## src/rtl/pipe_instr_chain_if.sv

```systemverilog
// Bundle between the fetch side / stall unit and the four-stage instruction chain.
// The front end is written only when stall=0 (stall acts as an inverted ready); if_valid marks a real fetch.
interface pipe_instr_chain_if #(
  parameter int CNT_W = 32
);
  logic [31:0]      if_instr;
  logic [31:0]      if_pc;
  logic             if_valid;
  logic             stall;
  logic             pc_en;
  logic [31:0]      if_id_I;
  logic [31:0]      id_ex_I;
  logic [31:0]      ex_mem_I;
  logic [31:0]      mem_wb_I;
  logic [31:0]      if_id_pc;
  logic [31:0]      id_ex_pc;
  logic [31:0]      ex_mem_pc;
  logic [31:0]      mem_wb_pc;
  logic             if_id_v;
  logic             id_ex_v;
  logic             ex_mem_v;
  logic             mem_wb_v;
  logic [CNT_W-1:0] stall_cnt;
  logic [CNT_W-1:0] retire_cnt;

  modport master (
    output if_instr, if_pc, if_valid, stall,
    input  pc_en, if_id_I, id_ex_I, ex_mem_I, mem_wb_I,
    input  if_id_pc, id_ex_pc, ex_mem_pc, mem_wb_pc,
    input  if_id_v, id_ex_v, ex_mem_v, mem_wb_v,
    input  stall_cnt, retire_cnt
  );

  modport slave (
    input  if_instr, if_pc, if_valid, stall,
    output pc_en, if_id_I, id_ex_I, ex_mem_I, mem_wb_I,
    output if_id_pc, id_ex_pc, ex_mem_pc, mem_wb_pc,
    output if_id_v, id_ex_v, ex_mem_v, mem_wb_v,
    output stall_cnt, retire_cnt
  );
endinterface

```

## src/rtl/pipe_instr_chain.sv

```systemverilog
// IF/ID -> ID/EX -> EX/MEM -> MEM/WB instruction/PC/valid chain with stall-driven bubble
// injection and saturating stall / retire counters.
module pipe_instr_chain #(
  parameter logic [31:0] PC_RESET = 32'h0000_3000,
  parameter int          CNT_W    = 32
) (
  input logic              clk,
  input logic              reset,
  pipe_instr_chain_if.slave bus
);
  logic [31:0]      r_if_id_I, r_id_ex_I, r_ex_mem_I, r_mem_wb_I;
  logic [31:0]      r_if_id_pc, r_id_ex_pc, r_ex_mem_pc, r_mem_wb_pc;
  logic             r_if_id_v, r_id_ex_v, r_ex_mem_v, r_mem_wb_v;
  logic [CNT_W-1:0] r_stall_cnt, r_retire_cnt;

  always_ff @(posedge clk) begin
    if (reset) begin
      r_if_id_I   <= 32'h0;
      r_id_ex_I   <= 32'h0;
      r_ex_mem_I  <= 32'h0;
      r_mem_wb_I  <= 32'h0;
      r_if_id_pc  <= PC_RESET;
      r_id_ex_pc  <= PC_RESET;
      r_ex_mem_pc <= PC_RESET;
      r_mem_wb_pc <= PC_RESET;
      r_if_id_v   <= 1'b0;
      r_id_ex_v   <= 1'b0;
      r_ex_mem_v  <= 1'b0;
      r_mem_wb_v  <= 1'b0;
    end else begin
      // Back end always drains, even while the front end is frozen.
      r_ex_mem_I  <= r_id_ex_I;
      r_ex_mem_pc <= r_id_ex_pc;
      r_ex_mem_v  <= r_id_ex_v;
      r_mem_wb_I  <= r_ex_mem_I;
      r_mem_wb_pc <= r_ex_mem_pc;
      r_mem_wb_v  <= r_ex_mem_v;
      if (bus.stall) begin
        r_id_ex_I  <= 32'h0;
        r_id_ex_pc <= r_if_id_pc;
        r_id_ex_v  <= 1'b0;
      end else begin
        r_if_id_I  <= bus.if_instr;
        r_if_id_pc <= bus.if_pc;
        r_if_id_v  <= bus.if_valid;
        r_id_ex_I  <= r_if_id_I;
        r_id_ex_pc <= r_if_id_pc;
        r_id_ex_v  <= r_if_id_v;
      end
    end
  end

  always_ff @(posedge clk) begin
    if (reset) begin
      r_stall_cnt  <= '0;
      r_retire_cnt <= '0;
    end else begin
      if (bus.stall && (r_stall_cnt != {CNT_W{1'b1}}))
        r_stall_cnt <= r_stall_cnt + CNT_W'(1);
      if (r_mem_wb_v && (r_retire_cnt != {CNT_W{1'b1}}))
        r_retire_cnt <= r_retire_cnt + CNT_W'(1);
    end
  end

  assign bus.pc_en      = ~bus.stall;
  assign bus.if_id_I    = r_if_id_I;
  assign bus.id_ex_I    = r_id_ex_I;
  assign bus.ex_mem_I   = r_ex_mem_I;
  assign bus.mem_wb_I   = r_mem_wb_I;
  assign bus.if_id_pc   = r_if_id_pc;
  assign bus.id_ex_pc   = r_id_ex_pc;
  assign bus.ex_mem_pc  = r_ex_mem_pc;
  assign bus.mem_wb_pc  = r_mem_wb_pc;
  assign bus.if_id_v    = r_if_id_v;
  assign bus.id_ex_v    = r_id_ex_v;
  assign bus.ex_mem_v   = r_ex_mem_v;
  assign bus.mem_wb_v   = r_mem_wb_v;
  assign bus.stall_cnt  = r_stall_cnt;
  assign bus.retire_cnt = r_retire_cnt;
endmodule
```

## src/flat_wrapper.sv

```systemverilog
// flat-port wrapper written by rule: the top's interface ports become plain ports
module pipe_instr_chain_flat 
#(
  parameter logic [31:0] PC_RESET = 32'h0000_3000,
  parameter int          CNT_W    = 32
)
  (clk, reset, bus_if_instr, bus_if_pc, bus_if_valid, bus_stall, bus_pc_en, bus_if_id_I, bus_id_ex_I, bus_ex_mem_I, bus_mem_wb_I, bus_if_id_pc, bus_id_ex_pc, bus_ex_mem_pc, bus_mem_wb_pc, bus_if_id_v, bus_id_ex_v, bus_ex_mem_v, bus_mem_wb_v, bus_stall_cnt, bus_retire_cnt);
  pipe_instr_chain_if #(.CNT_W(CNT_W)) bus_i ();
  input logic clk;
  input logic reset;
  input wire logic [$bits(bus_i.if_instr)-1:0] bus_if_instr;
  input wire logic [$bits(bus_i.if_pc)-1:0] bus_if_pc;
  input wire logic [$bits(bus_i.if_valid)-1:0] bus_if_valid;
  input wire logic [$bits(bus_i.stall)-1:0] bus_stall;
  output wire logic [$bits(bus_i.pc_en)-1:0] bus_pc_en;
  output wire logic [$bits(bus_i.if_id_I)-1:0] bus_if_id_I;
  output wire logic [$bits(bus_i.id_ex_I)-1:0] bus_id_ex_I;
  output wire logic [$bits(bus_i.ex_mem_I)-1:0] bus_ex_mem_I;
  output wire logic [$bits(bus_i.mem_wb_I)-1:0] bus_mem_wb_I;
  output wire logic [$bits(bus_i.if_id_pc)-1:0] bus_if_id_pc;
  output wire logic [$bits(bus_i.id_ex_pc)-1:0] bus_id_ex_pc;
  output wire logic [$bits(bus_i.ex_mem_pc)-1:0] bus_ex_mem_pc;
  output wire logic [$bits(bus_i.mem_wb_pc)-1:0] bus_mem_wb_pc;
  output wire logic [$bits(bus_i.if_id_v)-1:0] bus_if_id_v;
  output wire logic [$bits(bus_i.id_ex_v)-1:0] bus_id_ex_v;
  output wire logic [$bits(bus_i.ex_mem_v)-1:0] bus_ex_mem_v;
  output wire logic [$bits(bus_i.mem_wb_v)-1:0] bus_mem_wb_v;
  output wire logic [$bits(bus_i.stall_cnt)-1:0] bus_stall_cnt;
  output wire logic [$bits(bus_i.retire_cnt)-1:0] bus_retire_cnt;
  assign bus_i.if_instr = bus_if_instr;
  assign bus_i.if_pc = bus_if_pc;
  assign bus_i.if_valid = bus_if_valid;
  assign bus_i.stall = bus_stall;
  assign bus_pc_en = bus_i.pc_en;
  assign bus_if_id_I = bus_i.if_id_I;
  assign bus_id_ex_I = bus_i.id_ex_I;
  assign bus_ex_mem_I = bus_i.ex_mem_I;
  assign bus_mem_wb_I = bus_i.mem_wb_I;
  assign bus_if_id_pc = bus_i.if_id_pc;
  assign bus_id_ex_pc = bus_i.id_ex_pc;
  assign bus_ex_mem_pc = bus_i.ex_mem_pc;
  assign bus_mem_wb_pc = bus_i.mem_wb_pc;
  assign bus_if_id_v = bus_i.if_id_v;
  assign bus_id_ex_v = bus_i.id_ex_v;
  assign bus_ex_mem_v = bus_i.ex_mem_v;
  assign bus_mem_wb_v = bus_i.mem_wb_v;
  assign bus_stall_cnt = bus_i.stall_cnt;
  assign bus_retire_cnt = bus_i.retire_cnt;
  pipe_instr_chain #(.PC_RESET(PC_RESET), .CNT_W(CNT_W)) u_core (.clk(clk), .reset(reset), .bus(bus_i));
endmodule
```

## config.mk

```make
export PLATFORM = sky130hd
export DESIGN_NAME = pipe_instr_chain_flat
export DESIGN_NICKNAME = d
export VERILOG_FILES = /design/src/rtl/pipe_instr_chain_if.sv /design/src/rtl/pipe_instr_chain.sv /design/src/flat_wrapper.sv
export SDC_FILE = /design/constraint.sdc
export NUM_CORES = 1
export LEC_CHECK = 0
export CAP_MARGIN = 20
export CORE_MARGIN = 4
export CORE_UTILIZATION = 48
export CTS_BUF_LIST = sky130_fd_sc_hd__clkbuf_16
export DETAILED_ROUTE_END_ITERATION = 8
export MAX_ROUTING_LAYER = met4
export PLACE_DENSITY = 0.93
export SYNTH_ARGS = -nofsm -noshare
export SYNTH_HDL_FRONTEND = slang
export SYNTH_SLANG_ARGS = --single-unit
```

## constraint.sdc

```tcl
create_clock -name clk -period 7.6 [get_ports clk]
set_clock_uncertainty 0.2 [all_clocks]
set_input_delay 2.28 -clock clk [delete_from_list [all_inputs] [get_ports clk]]
set_output_delay 2.28 -clock clk [all_outputs]
set_load 0.01 [all_outputs]
```

Yosys cells after proc, flatten, opt, wreduce, memory -nomap -nowiden --
Index checks and enable logic that the tools add are counted.
Storage, ports and cells: output and inout port bits 325, register bits 324, bits of input ports 68, logic and storage cells 22
Operators by class: add/sub/neg operators 2, bitwise logic cells 1, equality and inequality tests 2, reductions and logical operators 3
Operators by type and width (count):
- $add 32x1->32 const B | 2
- $ne 32x32->1 const B | 2
- $logic_and 1x1->1 | 2
- $reduce_or 2->1 | 1
- $not 1->1 | 1

Depth between registers and ports, before layout --
Gate-level depths: netlist (run 1).
word-level depth 2, gate-level depth with buffers 7, gate-level depth less buffers 6

Worst setup path after synthesis (run 1) --
OpenSTA, ideal clock, no wires.
kind input to output, start input bus_stall, end output bus_pc_en, path slack 2275 ps, arrival 2845 ps, data required time 5120 ps, buffers on the path 2, cell stages on the path 3, cell sequence buf_2 > clkbuf_1 > inv_1
On the way: word-level cells in the longest chain between the ends 1
RTL lines:
- start: declaration | RTL line flat_wrapper.sv:14 | input wire logic [$bits(bus_i.stall)-1:0] bus_stall;
- $not 1->1 | RTL line pipe_instr_chain.sv:65 | assign bus.pc_en = ~bus.stall;
- end: declaration | RTL line flat_wrapper.sv:15 | output wire logic [$bits(bus_i.pc_en)-1:0] bus_pc_en;
No other way between the ends.

Final worst setup path (run 1) --
Ends and elaborated chain as after synthesis.

==> impl_results.md, run 1 <==
* Worst setup EP type: output port
* DP Cell Count at between 1500 and 2000
* Mapped Area at between 10000 and 15000 µm²
* CTS tree: built
* CTS Hold Bufs at 0
* Leak at about 6.0 nW
* Longest Clk Path Bufs at 3
* Die Height at roughly 160 µm
* Fin nets at around 1500
* Total Wirelength at about 32000 µm
* Area Overhead vs Synth at 47.7%
* Antenna Diode Count at 0
* Max cap viols at 0
* Startpoint Class: input pin
* Full die area at roughly 25000 µm²
* Avg Inst Size Synth at between 10 and 15 µm²
* Top cell type's share of synthesized area at around three fifths
* Port-buffer cells at 392
* EDFF count, synth at 0
* DRC at 0
* Max frequency at approximately 170 MHz
* Synth cell count leaders: dfxtp_1, nor2b_1, nor2_1, mux2i_1, clkbuf_1
* Post-CTS sizing at 0
* Die width at 158 µm
* DR WL/cell at between 15 and 20 µm
* Crit path DAT at 3520 ps
* DP HPWL at 23200 µm
* Tmin final at 6000 ps
* GRT overflow at 0
* Worst Path Required at a little over 5000 ps
* Yosys cell types at 53
* Hold Path Class: flip-flop to flip-flop
* Wire length of the first global-routing pass at 47800 µm
* Share of cells above drive strength 1 at between 5 and 6%
* Via density at roughly 5
* Starting density of the core at between 40% and 50%
* Finish-stage setup viols at 0
* Status: finished, final reports clean
* Sequential area share after synthesis at ~60%
* Initial antenna violation count at 0
* TNS Setup at 0 ps
* Max Slew Vio Count at 0
* XOR/XNOR Fraction of Synth Area at 2.20%
* Clock sink count at 324
* Post-CTS Setup Inserts at 0
* Final hold violation count at 0
* Filler-free cell count of the finished design at ~1700
* RSZ-0062 raised after global routing: no
* Mapped Nets at between 1000 and 1500
* Final design utilization at a little over 70%
* Largest area contributor in the netlist: dfxtp_1
* Synth Register Bits at between 300 and 400
* WS Path Type: input pin to output port
* Most frequent cell after synthesis: dfxtp_1
* CORE AREA at about 22000 µm²
* FFs w/ async S/R, synth at 0%
* Post-route ant nets at 0
* Compound-gate portion of the synthesized area at around 4.3%
* Vias at 8658
* Main combinational cell family by area after synthesis: simple AND/OR/NAND/NOR gates
* H-Tree Depth at 2
* Largest net degree at the start of global routing at 187
* GR Util All Layers at 25.0%
* Warnings, synthesis at 0
* # IOs at between 300 and 400
* Largest cells by area after synthesis: dfxtp_1, nor2b_1, mux2i_1, nor2_1, and2_1
* DR pass1 iterations at 5
* CTS root buf: clkbuf_16
* Slew HR at about a quarter
* Clock transition at the registers of the reported paths at about 60 ps
* Number of global-route vias before repair at ~8600
* RePlAce Congestion at between 0.9 and 1
* Worst-Skew Late Latency at roughly 490 ps
* Cell count after synthesis at roughly 1000
* Pre-CTS WS at 1590 ps
* Tightest Pin Transition at 1130 ps
* Worst VDD drop at about 0.17 mV
* Simple-Gate Fraction of Synth Area at 23.9%
* Worst Slack Setup Final at ~1600 ps
* Post-synth top flop: dfxtp_1
* Row cnt at 54
* Num CTS Buffers at 34
* Maximum fanout along the worst path at 43
* Final Cycle Share at 78.9%
* Post-synthesis mux area share at under 10%
* DRT iter0 DRCs at roughly 540
* Hold slack at 237 ps
* Synth Area in Adders at less than 1%
* Pwr per Cell Area at 223 nW/µm²
cell type report:
cell class | instances | area, µm²
inverters | 8 | 30.0
clock buffers | 35 | 876
well taps | 280 | 350
multi-input cells | 622 | 4050
fillers | 1430 | 6060
clock inverters | 21 | 145
flip-flops and latches | 324 | 6490
repair buffers | 397 | 3960
worst paths after layout:
kind | from | to | slack [ps] | depth (start not counted)
setup / recovery | bus_stall | bus_pc_en | 1600 | 3
hold / removal | u_core.bus.ex_mem_pc[12] | u_core.bus.mem_wb_pc[12] | 240 | 1
setup reg to reg | u_core.bus.retire_cnt[12] | u_core.bus.retire_cnt[7] | 4710 | 5
hold reg to reg | u_core.bus.ex_mem_pc[12] | u_core.bus.mem_wb_pc[12] | 240 | 1
cells by family (layout without fill, tap and decap cells):
family,Yosys count,in the layout
multiplexers,74,74
flip-flops,324,324
AO/OA/AOI/OAI,72,72
XOR/XNOR,27,27
buffers and inverters,58,461
adder cells (fa/ha/maj),2,2
AND/OR/NAND/NOR,447,447
per-layer routing:
layer / vias to the layer above / share of wire [%] / GRT usage (%)
li1: 4143 / - / -
met1: 4034 / 39 / 29.7
met2: 400 / 49 / 41.2
met3: 81 / 6.9 / 5.58
met4: 0 / 4.3 / 10.0
met5: - / 0 / -
stage by stage:
stage	area (µm²)	total power, W
finish	15900	0.00355
global route	15900	0.00368
CTS	15900	0.00358
detailed placement	14900	0.00205
global placement	14900	0.00204
floorplan	10800	0.00190
critical path, stage by stage:
cell and delay (ps):
buf_4 530, inv_1 170, clkdlybuf4s50_1 520
layout by cell type (no fill, tap or decap), types with 9 or more instances in the layout:
master           Yosys  layout
clkdlybuf4s50_1      0     390
inv_1                8      13
xor2_1              15      15
dfxtp_1            324     324
nor2b_1            168     168
clkinv_1             0       9
or3_1               16      16
nand3_1             22      22
mux2i_1             65      65
nand2_1             13      13
o21ai_0             19      19
nor2_1             110     109
nand4_1             20      20
clkbuf_16            0      35
and2_1              35      35
nor3_1               9       9
a21oi_1             23      23
xnor2_1             12      12
nor4_1               9       9
and4_1              10      10
state kept, by name, summed over array words and instances (netlist names), 32 cells and up:
name and count:
u_core.bus.if_id_pc 32, u_core.bus.mem_wb_I 32, u_core.bus.stall_cnt 32, u_core.bus.id_ex_I 32
u_core.bus.mem_wb_pc 32, u_core.bus.retire_cnt 32, u_core.bus.ex_mem_pc 32, u_core.bus.if_id_I 32
u_core.bus.id_ex_pc 32, u_core.bus.ex_mem_I 32
report_power, final:
| group | switching (W) | total, W | leakage [nW] | internal, W |
|---|---|---|---|---|
| clock network | 0.000641 | 0.00154 | 0.521 | 0.000897 |
| logic | 0.000106 | 0.000241 | 2.89 | 0.000135 |
| registers | 0.0000312 | 0.00177 | 2.63 | 0.00174 |
No activity file was read; power rests on OpenSTA's default activity.
==> run 2: changes to the inputs <==
--- a/config.mk
+++ b/config.mk
@@ -7,11 +7,11 @@
 export LEC_CHECK = 0
 export CAP_MARGIN = 20
 export CORE_MARGIN = 4
-export CORE_UTILIZATION = 48
+export CORE_UTILIZATION = 44
 export CTS_BUF_LIST = sky130_fd_sc_hd__clkbuf_16
 export DETAILED_ROUTE_END_ITERATION = 8
 export MAX_ROUTING_LAYER = met4
-export PLACE_DENSITY = 0.93
+export PLACE_DENSITY = 0.87
 export SYNTH_ARGS = -nofsm -noshare
 export SYNTH_HDL_FRONTEND = slang
 export SYNTH_SLANG_ARGS = --single-unit
==> constraint.sdc (replaced) <==
create_clock -name clk -period 6.1 [get_ports clk]
set_clock_uncertainty 0.2 [all_clocks]
set_input_delay 1.83 -clock clk [delete_from_list [all_inputs] [get_ports clk]]
set_output_delay 1.83 -clock clk [all_outputs]
set_load 0.01 [all_outputs]
==> run 2 against run 1 <==
Compared with the run above: sequential cell count unchanged; largest cell class unchanged; cell area increased by 0.94%; die area increased by 8.6%; highest routed layer unchanged; clock-buffer cell count unchanged; sequential power increased by 25%; register-to-register slack got worse by 1300 ps; worst setup slack got worse by 97 ps; non-clock buffer count increased by 1; hold slack improved by 13 ps; global-route usage decreased by 2.5 points.
==> impl_results.md, run 2 (same netlist as run 1, synthesis figures left out) <==
* H-Tree Depth at 2
* Worst-Skew Late Latency at roughly 500 ps
* Worst setup EP type: output port
* Maximum fanout along the worst path at 3
* DRC at 0
* Tmin final at around 4600 ps
* Slew HR at roughly 32%
* Total Wirelength at ~31000 µm
* Max cap viols at 0
* Clock network fraction of total power at 44.8%
* GR Util All Layers at ~22%
* Logic pwr share at 6.6%
* Post-CTS sizing at 0
* Filler-free cell count of the finished design at 1732
* CTS tree: built
* Hold Path Class: flip-flop to flip-flop
* Worst path bufs/invs at 3
* Number of global-route vias before repair at about 8300
* Final Cycle Share at 75.3%
* Max Slew Vio Count at 0
* DR pass1 iterations at 4
* Tightest Pin Transition at 1020 ps
* Crit path DAT at between 2000 and 3000 ps
* Worst Path Required at about 4000 ps
* Hold slack at about 250 ps
* Most frequent cells in the layout: clkdlybuf4s50_1, dfxtp_1, nor2b_1
* Post-CTS Setup Inserts at 0
* Via density at about 4.9
* WL met2 at 15400 µm
* RePlAce Congestion at 0.876
* Leak at 6.09 nW
* Net Sw Frac at 21.7%
* Internal power at 0.00356 W
* Final hold violation count at 0
* Post-route ant nets at 0
* Full die area at 27000 µm²
* Antenna Diode Count at 0
* Wire length of the first global-routing pass at ~47000 µm
* Met1 WL at between 10000 and 15000 µm
* Largest net degree at the start of global routing at 170
* Clock transition at the registers of the reported paths at around 60 ps
* Final design utilization at 67.6%
* DR WL/cell at around 18 µm
* DR WL met3 at 2000 µm
* Starting density of the core at a little under half
* Area Overhead vs Synth at 49.1%
* Worst VDD drop at 0.314 mV
* CTS root buf: clkbuf_16
* Crit path max-delay cell type: clkdlybuf4s50_1
* Vias at 8498
* Most common cell after layout, fill and taps aside: clkdlybuf4s50_1
* Switching Power at ~0.001 W
* Crit-path cells: buf_4, inv_1, clkdlybuf4s50_1
* Top sig layer: met4
* Finish-stage setup viols at 0
* # IOs at about 400
* Filler Cell Count at roughly 1700
* DP HPWL at around 23000 µm
* Startpoint Class: input pin
* Sequential Power Share at roughly half
* CORE AREA at 23800 µm²
* TNS Setup at 0 ps
* RSZ-0062 raised after global routing: no
* Largest stage delay, worst path at roughly 540 ps
* Delay-heaviest family, CP: buffers and inverters
* Status: finished, final reports clean
* Num CTS Buffers at 34
* Share of cells above drive strength 1 at around 6.5%
* Die width at 164 µm
* Fin nets at between 1000 and 1500
* Pwr per Cell Area at ~280 nW/µm²
* Final Total Pwr at ~0.0045 W
* GRT overflow at 0
* WS Path Type: input pin to output port
* DRT iter0 DRCs at 536
* Max frequency at around 220 MHz
* Clock sink count at 324
* Die Height at ~160 µm
* Longest Clk Path Bufs at 3
* Row cnt at 56
* Initial antenna violation count at 0
* Port-buffer cells at 392
* CTS Hold Bufs at 0
* DP Cell Count at roughly 1700
[run 2: path summary, 6_finish.rpt]
kind,start,endpoint,slack (ps),depth (start not counted)
setup / recovery,bus_stall,bus_pc_en,1510,3
hold / removal,u_core.bus.ex_mem_pc[12],u_core.bus.mem_wb_pc[12],250,1
setup reg to reg,u_core.bus.retire_cnt[12],u_core.bus.retire_cnt[9],3400,5
hold reg to reg,u_core.bus.ex_mem_pc[12],u_core.bus.mem_wb_pc[12],250,1
[run 2: through the flow]
step           setup slack, ps  cell area, µm²
3_3_place_gp              1500           14900
5_1_grt                   1480           16100
6_report                  1510           16100
3_5_place_dp              1500           14900
2_1_floorplan             1670           10800
4_1_cts                   1500           16100
[run 2: final cells by class]
type / instances / area (µm²) / share of cell area (%)
clock buffers: 35 / 876 / 5.46
flip-flops and latches: 324 / 6490 / 40.4
inverters: 8 / 30.0 / 0.187
multi-input cells: 622 / 4050 / 25.2
well taps: 319 / 399 / 2.49
repair buffers: 398 / 3970 / 24.7
clock inverters: 26 / 239 / 1.49
[run 2: per-layer routing]
metal,global-route usage [%],vias up
li1,-,4151
met1,27.2,3974
met2,37.8,314
met3,4.42,59
met4,7.37,0
met5,-,-
[run 2: power groups by stage]
stage / clock (W) / combinational [W] / sequential, W
2_1_floorplan: 0 / 0.0000979 / 0.00227
3_3_place_gp: 0 / 0.000293 / 0.00225
3_5_place_dp: 0 / 0.000298 / 0.00225
4_1_cts: 0.00208 / 0.000301 / 0.00221
5_1_grt: 0.00217 / 0.000319 / 0.00221
6_report: 0.00204 / 0.000298 / 0.00221
